===== src/rtl/txfifo_wr_arb.sv =====
// Frame-granular round-robin write arbiter for the TX FIFO: a frame is granted only
// when it fits entirely, so frames never interleave and the FIFO never overflows.

module txfifo_wr_arb_elig #(
  parameter int DEPTH = 1024,
  parameter int PTR   = 10,
  parameter int LEN_W = 11
) (
  input  logic             req,
  input  logic [LEN_W-1:0] len,
  input  logic [PTR:0]     free,
  output logic             elig,
  output logic             bad
);
  // Bad lengths are granted regardless of space; they are flushed, never written.
  assign bad  = (len == '0) || (int'(len) > DEPTH);
  assign elig = req && (bad || (int'(len) <= int'(free)));
endmodule

module txfifo_wr_arb #(
  parameter int WIDTH = 64,
  parameter int DEPTH = 1024,
  parameter int PTR   = 10,
  parameter int LEN_W = 11
) (
  input  logic             clk,
  input  logic             aclr,
  input  logic             req0,
  input  logic             req1,
  input  logic [LEN_W-1:0] len0,
  input  logic [LEN_W-1:0] len1,
  input  logic [WIDTH-1:0] data0,
  input  logic [WIDTH-1:0] data1,
  input  logic             vld0,
  input  logic             vld1,
  input  logic             last0,
  input  logic             last1,
  output logic             gnt0,
  output logic             gnt1,
  output logic             rdy0,
  output logic             rdy1,
  output logic             wrreq,
  output logic [WIDTH-1:0] data,
  input  logic [PTR:0]     wrusedw,
  input  logic             wrfull,
  output logic             busy,
  output logic             cur_src,
  output logic             err_len,
  output logic [15:0]      frame_cnt
);
  typedef enum logic [1:0] {S_IDLE, S_XFER, S_DRAIN} state_t;

  localparam logic [PTR:0] DEPTH_L = (PTR+1)'(DEPTH);

  logic [1:0]                   req_v, vld_v, last_v, elig_v, bad_v, rdy_v;
  logic [1:0][LEN_W-1:0]        len_v;
  logic [1:0][WIDTH-1:0]        data_v;
  logic [PTR:0]                 free;

  state_t           state_q, state_d;
  logic             pref_q, pref_d;
  logic             cur_src_q, cur_src_d;
  logic [LEN_W-1:0] len_q, len_d;
  logic [LEN_W-1:0] cnt_q, cnt_d;
  logic             bad_q, bad_d;
  logic             err_seen_q, err_seen_d;
  logic             drn_q, drn_d;
  logic [1:0]       gnt_q, gnt_d;
  logic             err_q, err_d;
  logic             wrreq_q, wrreq_d;
  logic [WIDTH-1:0] data_q, data_d;
  logic [15:0]      frame_cnt_q, frame_cnt_d;

  logic             pick, acc, in_len;
  logic [LEN_W-1:0] cnt_inc;

  assign req_v  = {req1, req0};
  assign vld_v  = {vld1, vld0};
  assign last_v = {last1, last0};
  assign len_v  = {len1, len0};
  assign data_v = {data1, data0};
  assign free   = DEPTH_L - wrusedw;

  for (genvar i = 0; i < 2; i++) begin : g_elig
    txfifo_wr_arb_elig #(.DEPTH(DEPTH), .PTR(PTR), .LEN_W(LEN_W)) u_elig (
      .req  (req_v[i]),
      .len  (len_v[i]),
      .free (free),
      .elig (elig_v[i]),
      .bad  (bad_v[i])
    );
  end

  always_comb begin
    state_d     = state_q;
    pref_d      = pref_q;
    cur_src_d   = cur_src_q;
    len_d       = len_q;
    cnt_d       = cnt_q;
    bad_d       = bad_q;
    err_seen_d  = err_seen_q;
    drn_d       = drn_q;
    frame_cnt_d = frame_cnt_q;
    data_d      = data_q;
    gnt_d       = '0;
    err_d       = 1'b0;
    wrreq_d     = 1'b0;
    rdy_v       = '0;
    pick        = req_v[pref_q] ? pref_q : ~pref_q;
    acc         = 1'b0;
    // cnt_q never passes len_q, so the increment below cannot wrap.
    in_len      = cnt_q < len_q;
    cnt_inc     = cnt_q + LEN_W'(1);

    unique case (state_q)
      S_IDLE: begin
        // No bypass: an ineligible pick blocks the other requester too.
        if (elig_v[pick]) begin
          state_d     = S_XFER;
          cur_src_d   = pick;
          len_d       = len_v[pick];
          bad_d       = bad_v[pick];
          cnt_d       = '0;
          err_seen_d  = bad_v[pick];
          err_d       = bad_v[pick];
          gnt_d[pick] = 1'b1;
          pref_d      = ~pick;
        end
      end
      S_XFER: begin
        rdy_v[cur_src_q] = ~wrfull;
        acc = vld_v[cur_src_q] & ~wrfull;
        if (acc) begin
          if (in_len) begin
            cnt_d = cnt_inc;
            if (!bad_q) begin
              wrreq_d = 1'b1;
              data_d  = data_v[cur_src_q];
            end
          end
          if (!bad_q && !err_seen_q &&
              (!in_len || (last_v[cur_src_q] && cnt_inc < len_q))) begin
            err_d      = 1'b1;
            err_seen_d = 1'b1;
          end
          if (last_v[cur_src_q]) begin
            state_d     = S_DRAIN;
            drn_d       = 1'b0;
            frame_cnt_d = frame_cnt_q + 16'd1;
          end
        end
      end
      S_DRAIN: begin
        // Two idle cycles let the last write land and wrusedw catch up.
        drn_d = ~drn_q;
        if (drn_q) state_d = S_IDLE;
      end
      default: state_d = S_IDLE;
    endcase
  end

  always_ff @(posedge clk or posedge aclr) begin
    if (aclr) begin
      state_q     <= S_IDLE;
      pref_q      <= 1'b0;
      cur_src_q   <= 1'b0;
      len_q       <= '0;
      cnt_q       <= '0;
      bad_q       <= 1'b0;
      err_seen_q  <= 1'b0;
      drn_q       <= 1'b0;
      gnt_q       <= '0;
      err_q       <= 1'b0;
      wrreq_q     <= 1'b0;
      data_q      <= '0;
      frame_cnt_q <= '0;
    end else begin
      state_q     <= state_d;
      pref_q      <= pref_d;
      cur_src_q   <= cur_src_d;
      len_q       <= len_d;
      cnt_q       <= cnt_d;
      bad_q       <= bad_d;
      err_seen_q  <= err_seen_d;
      drn_q       <= drn_d;
      gnt_q       <= gnt_d;
      err_q       <= err_d;
      wrreq_q     <= wrreq_d;
      data_q      <= data_d;
      frame_cnt_q <= frame_cnt_d;
    end
  end

  assign gnt0      = gnt_q[0];
  assign gnt1      = gnt_q[1];
  assign rdy0      = rdy_v[0];
  assign rdy1      = rdy_v[1];
  assign wrreq     = wrreq_q;
  assign data      = data_q;
  assign busy      = state_q != S_IDLE;
  assign cur_src   = cur_src_q;
  assign err_len   = err_q;
  assign frame_cnt = frame_cnt_q;
endmodule


===== config.mk =====
export PLATFORM = sky130hd
export DESIGN_NAME = txfifo_wr_arb
export DESIGN_NICKNAME = d
export VERILOG_FILES = /design/src/rtl/txfifo_wr_arb.sv
export SDC_FILE = /design/constraint.sdc
export NUM_CORES = 1
export LEC_CHECK = 0
export CORE_MARGIN = 2
export CORE_UTILIZATION = 48
export DETAILED_ROUTE_END_ITERATION = 8
export HOLD_SLACK_MARGIN = 0.15
export PLACE_DENSITY_LB_ADDON = 0.08
export SYNTH_ARGS = -nofsm -noshare
export SYNTH_HDL_FRONTEND = slang
export SYNTH_SLANG_ARGS = --single-unit

===== constraint.sdc =====
create_clock -name clk -period 6.2 [get_ports clk]
set_clock_uncertainty 0.05 [all_clocks]
set_input_delay 0.62 -clock clk [delete_from_list [all_inputs] [get_ports clk]]
set_output_delay 0.62 -clock clk [all_outputs]
set_load 0.02 [all_outputs]

-- After elaboration in Yosys (flattened, before gate mapping)
Cells that the tools add are included.
- word-level logic and storage cells: 116
- bits in registers: 113
- input bits: 170
- output and inout bits: 88
- reduce and logical (&&, ||, !) cells: 28
- add/sub/neg operators: 3
- magnitude comparators: 11
- bitwise logic cells: 7
- mux-type cells: 46
- eq/ne operators: 8
- operators by type and width (operator ; count):
    two-way mux 64 bit ; 2
    two-way mux 11 bit ; 5
    two-way mux 1 bit ; 25
    > comparator 11 bit, second input constant ; 2
    <= comparator 11 bit ; 2
    zero test 11 bit ; 2
    < comparator 11 bit ; 2
    one-hot mux 11 bit (2 select lines) ; 1
    adder 16 x 1 -> 16 bit, second input constant ; 1
    AND reduction 4 bit ; 4
    two-way mux 2 bit ; 7
    inequality test 2 bit, second input constant ; 6
    adder 11 x 1 -> 11 bit, second input constant ; 1
    subtractor 11 bit, first input constant ; 1
    logical AND 1 bit ; 7
    < comparator 1 x 2 -> 1 bit, second input constant ; 3
    one-hot mux 1 bit (2 select lines) ; 3
    one-hot mux 2 bit (3 select lines) ; 1
    AND reduction 3 bit ; 2
    nonzero test 2 bit ; 3
    logical OR 1 bit ; 5
    NOT 1 bit ; 5
    zero test 1 bit ; 3
    bitwise AND 2 bit ; 1
    other kinds (7) ; 9

-- Longest topological paths before layout
- depth in word-level cells: 9
- gate-level depth with buffers: 15
- mapped depth without buffers: 14

-- By module
A second synthesis with hierarchy kept.
- cells, all modules: 702
- area, all modules: 6721.4 sq um
- modules (own cells, without submodules) (module ; area an instance (sq um) ; sequential area each (sq um) ; cells an instance ; instances):
    txfifo_wr_arb ; 6060.8 ; 2827.7 ; 616 ; 1
    txfifo_wr_arb_elig ; 330.3 ; 0.0 ; 43 ; 2

-- Worst setup path before layout
No wires, ideal clock.
- path type: input port to flip-flop
- from: input port wrusedw[0]
- to: register cnt_q[0]
- setup time: 0.125 ns
- cell stages on the path: 11
- arrival time: 3.293 ns
- buffers on the path: 0
- path slack: 2.732 ns
- required time: 6.025 ns
- cell sequence: inv_1 ha_1 nor3b_2 xor2_1 maj3_2 maj3_1 o31a_1 o31a_2 nor3_4 o32ai_4 mux2_2
- cells in the longest elaborated chain, start to end: 8
- elaborated cells between the ends (all ways): 11
- those cells by class: add/sub: 1; order compare: 2; eq/ne: 1; mux: 2; reduce/logical: 5
- ends and longest elaborated chain (what ; line ; source):
    start, declared ; 44 ; input logic [PTR:0] wrusedw,
    subtractor 11 bit * ; 82 ; assign free = DEPTH_L - wrusedw;
    <= comparator 11 bit ; 17 ; assign elig = req && (bad || (int'(len) <= int'(free)));
    logical OR 1 bit ; 17 ;
    logical AND 1 bit ; 17 ;
    two-way mux 1 bit (implied by the code) * (2 in a row) ; 118 ; if (elig_v[pick]) begin
    inequality test 2 bit (no source line) * ; n/a ;
    AND reduction 4 bit (no source line) * ; n/a ;
    end signal, assigned ; 182 ; cnt_q <= cnt_d;
    end, declared ; 64 ; logic [LEN_W-1:0] cnt_q, cnt_d;
Every way passes the cells marked *; elsewhere a longest branch is shown, timed or not. The select of a mux whose other input is x is not followed.
A chain may end at the register's enable or synchronous reset.

-- Worst setup path after layout
- from: input port wrusedw[2]
- to: register bad_q
- cells in the longest elaborated chain, start to end: 7
- elaborated cells between the ends (all ways): 10
- those cells by class: add/sub: 1; order compare: 2; mux: 2; reduce/logical: 5
- ends and longest elaborated chain (what ; line ; source):
    subtractor 11 bit * ; 82 ;
    <= comparator 11 bit ; 17 ;
    logical OR 1 bit ; 17 ;
    logical AND 1 bit ; 17 ;
    two-way mux 1 bit (implied by the code) * (2 in a row) ; 118 ;
    AND reduction 2 bit (no source line) * ; n/a ;
    end signal, assigned ; 169 ; bad_q <= 1'b0;
    end signal, assigned ; 183 ; bad_q <= bad_d;
    end, declared ; 65 ; logic bad_q, bad_d;
Marks and branches as above.

==> qor.txt <==
Seq/Total Area, Yosys = 42.2%
Fmax = 0.244 GHz
CP max FO = 13
Post-synthesis compound-gate area fraction = 13.9%
Syn avg cell area = 10.0 um2
CTS tree = done
Share of post-route cells with drive strength above 1 = 5.91%
Async SR Flop Fraction = 100%
DR vias = 6,015
Status = finished, final reports clean
Post-Synth XOR/XNOR Area = 6.66%
Worst slew margin = 23.9%
Fin. Hold Viols = 0
Wirelength, routed = 19,100 um
Die area = 0.0149 mm2
Drt initial violations = 258
Minimum clock period = 4100 ps
Maximum vdd drop = 0.000271 V
Synth Register Bits = 113
Post-route cell area = 0.0100 mm2
I/O Buffers = 257
Postcts setup bufs = 0
Clock Root Buffer = clkbuf_16
Rows = 43
Cell Area, Placed = 0.00941 mm2
Flop pwr share = 31.5%
Hpwl dp = 15,100 um
Aggregate global-route resource usage = 25.9%
Worst EP required = 6440 ps
First-pass GRT wire length = 29,800 um
Die Wd = 122 um
Worst setup EP type = register
Routed len/inst = 17.2 um
TritonCTS buffer count = 17
Syn Nets = 872
Fin crit share = 66.2%
Number of global-route vias before repair = 6,066
DRT antenna net count = 0
Pin count of the biggest net entering global routing = 78
Routability cong. = 0.929
Setup tns final = 0 ps
Core outline area = 0.0138 mm2
Layout Nets = 1,122
Synth Cell Area = 0.00671 mm2
Synthesized-area fraction occupied by adder cells = 6.77%
Residual DRC = 0
Area growth syn-to-layout = 49.6%
Post-synth EDFFs = 0
Hold-fix buffers, CTS = 0
Post-CTS sizing = 0
Antenna violations before repair = 0
Clk pwr share = 25.3%
Max-slew violation count = 0
Synth unique cells = 73
Internal = 2.56 mW
Net Sw Power = 1.47 mW
Post-Synth Simple-Gate Area = 13.6%
Critical path class = input port to register
Initial Util = 48.7%
Design Power = 4.03 mW
Pwr/cell area = 401 mW/mm2
Net Sw Frac = 36.5%
Clk Latency, worst-skew pair = 420 ps
CTS Buffer Depth = 2
Comb power frac = 43.2%
Setup violations, final = 0
Nature of the critical path startpoint = input port
Ys flop type = dfrtp_1
Vert. Die Dim = 122 um
Sink Count = 113
GRT overflow = 0
Clock slew seen by the registers of the worst setup and hold paths = 50 ps
Mapped Cells = 669
Main combinational cell family by area after synthesis = compound AO/OA/AOI/OAI gates
RSZ-0062 raised after global routing = false
Seq. cell area = 0.00283 mm2
Worst hold path class = register to register
Ys Warns = 0
# diodes = 0
Multi-input gate area in the final layout = 0.00366 mm2
Max-cap violations = 0
H-Tree Depth = 4
Mux contribution to synthesized area = 13.7%
Worst Tran Pin Value = 1140 ps
Drt via density = 5.41
IO Count = 258
Pleak = 4.65 nW
WP data arrival = 4340 ps
TritonRoute pass-1 iters = 6
Final-layout fill cell count = 1,042
[through the flow]
stage	setup WS, ps	hold slack, ps	utilization (%)	instances
floorplan	2540	391	-	669
global placement	1880	404	68.3	1080
detailed placement	1670	420	68.3	1080
CTS	2100	431	72.8	1111
global route	1740	449	72.8	1111
finish	2100	427	72.8	1111
[final timing paths]
kind | end | start | cells after the start | slack [ps]
max | bad_q | wrusedw[2] | 14 | 2100
min | data[57] | data[57] | 2 | 430
max reg2reg | data[1] | cur_src | 5 | 2560
min reg2reg | data[57] | data[57] | 2 | 430
max in group asynchronous | data[11] | aclr | 3 | 4270
min in group asynchronous | frame_cnt[7] | aclr | 2 | 590
[Yosys cell counts (4+ instances only)]
library cell,instances,area [um2]
ha_1,33,413
a21oi_1,15,75.1
nand3_1,14,70.1
dfrtp_1,113,2830
nor2_1,27,101
a22o_1,9,78.8
nor4_1,7,43.8
xnor2_1,23,201
and3_1,5,31.3
o21a_1,6,45.0
nand2_1,84,315
nand2b_1,5,31.3
a21o_1,5,37.5
clkbuf_1,25,93.8
xor2_1,15,131
o21ai_0,77,385
nor3_1,4,20.0
or3_1,4,25.0
and2_1,4,25.0
inv_1,27,101
mux2i_1,86,861
nand4_1,10,62.6
xnor3_1,4,90.1
[cells by family (layout without fill, tap and decap cells)]
| logic type | after synthesis | count (layout) |
|---|---|---|
| compound gates | 146 | 146 |
| fa+ha+maj | 37 | 37 |
| flops | 113 | 113 |
| mux | 91 | 91 |
| simple gates | 184 | 184 |
| xor+xnor | 43 | 43 |
| buf+inv | 55 | 317 |
[routing by layer]
metal | track usage, % | part of all wire (%) | vias to the layer above
met3 | 7.02 | 7.2 | 50
li1 | - | - | 2893
met1 | 30.3 | 40 | 2843
met2 | 44.0 | 50 | 229
met5 | 0 | 0 | -
met4 | 12.6 | 3.1 | 0
[sequential cells by signal, summed over array words and instances, names as in the netlist]
register    count
data           64
frame_cnt      16
cnt_q          11
len_q          11
gnt_q           2
state_q         2
bad_q           1
cur_src         1
drn_q           1
err_len         1
err_seen_q      1
pref_q          1
wrreq           1
[area by class of cell]
type,instances,share of cell area [%]
Sequential cell,113,28.2
Tap cell,180,2.25
Clock inverter,11,1.61
Multi-Input combinational cell,501,36.5
Inverter,27,1.04
Timing Repair Buffer,259,25.8
Clock buffer,20,4.55
[placed cells by master (no fill, tap or decap), drive strengths merged, types with 6 or more instances in the layout]
cell type / synthesis / final
nor2: 28 / 28
nand3: 14 / 14
mux2i: 86 / 86
inv: 27 / 27
xor2: 15 / 15
ha: 33 / 33
nand2: 84 / 84
xnor2: 23 / 23
o21a: 6 / 6
a22o: 9 / 9
clkbuf: 25 / 20
clkinv: 0 / 6
o21ai: 79 / 79
nand4: 10 / 10
clkdlybuf4s50: 0 / 257
dfrtp: 113 / 113
a21oi: 16 / 16
nor4: 10 / 10
[power by group through the flow]
stage / registers (mW) / clock network (mW) / logic, mW
2_1_floorplan: 1.41 / 0 / 0.821
3_3_place_gp: 1.26 / 0 / 1.69
3_5_place_dp: 1.28 / 0 / 1.75
4_1_cts: 1.27 / 1.03 / 1.76
5_1_grt: 1.32 / 1.07 / 1.88
6_report: 1.27 / 1.02 / 1.74
[critical path, cell delays in order]
cell and delay [ps]:
clkdlybuf4s50_1 520, nor4_2 390, nand3_1 140, xnor2_1 170
ha_1 360, a21o_1 130, a21oi_1 70, o21ai_0 200
o2111ai_1 160, o31ai_2 240, or2_1 150, o22ai_2 160
nor2_2 620, mux2_1 390
Note: power is estimated with default switching activity, not from simulation.
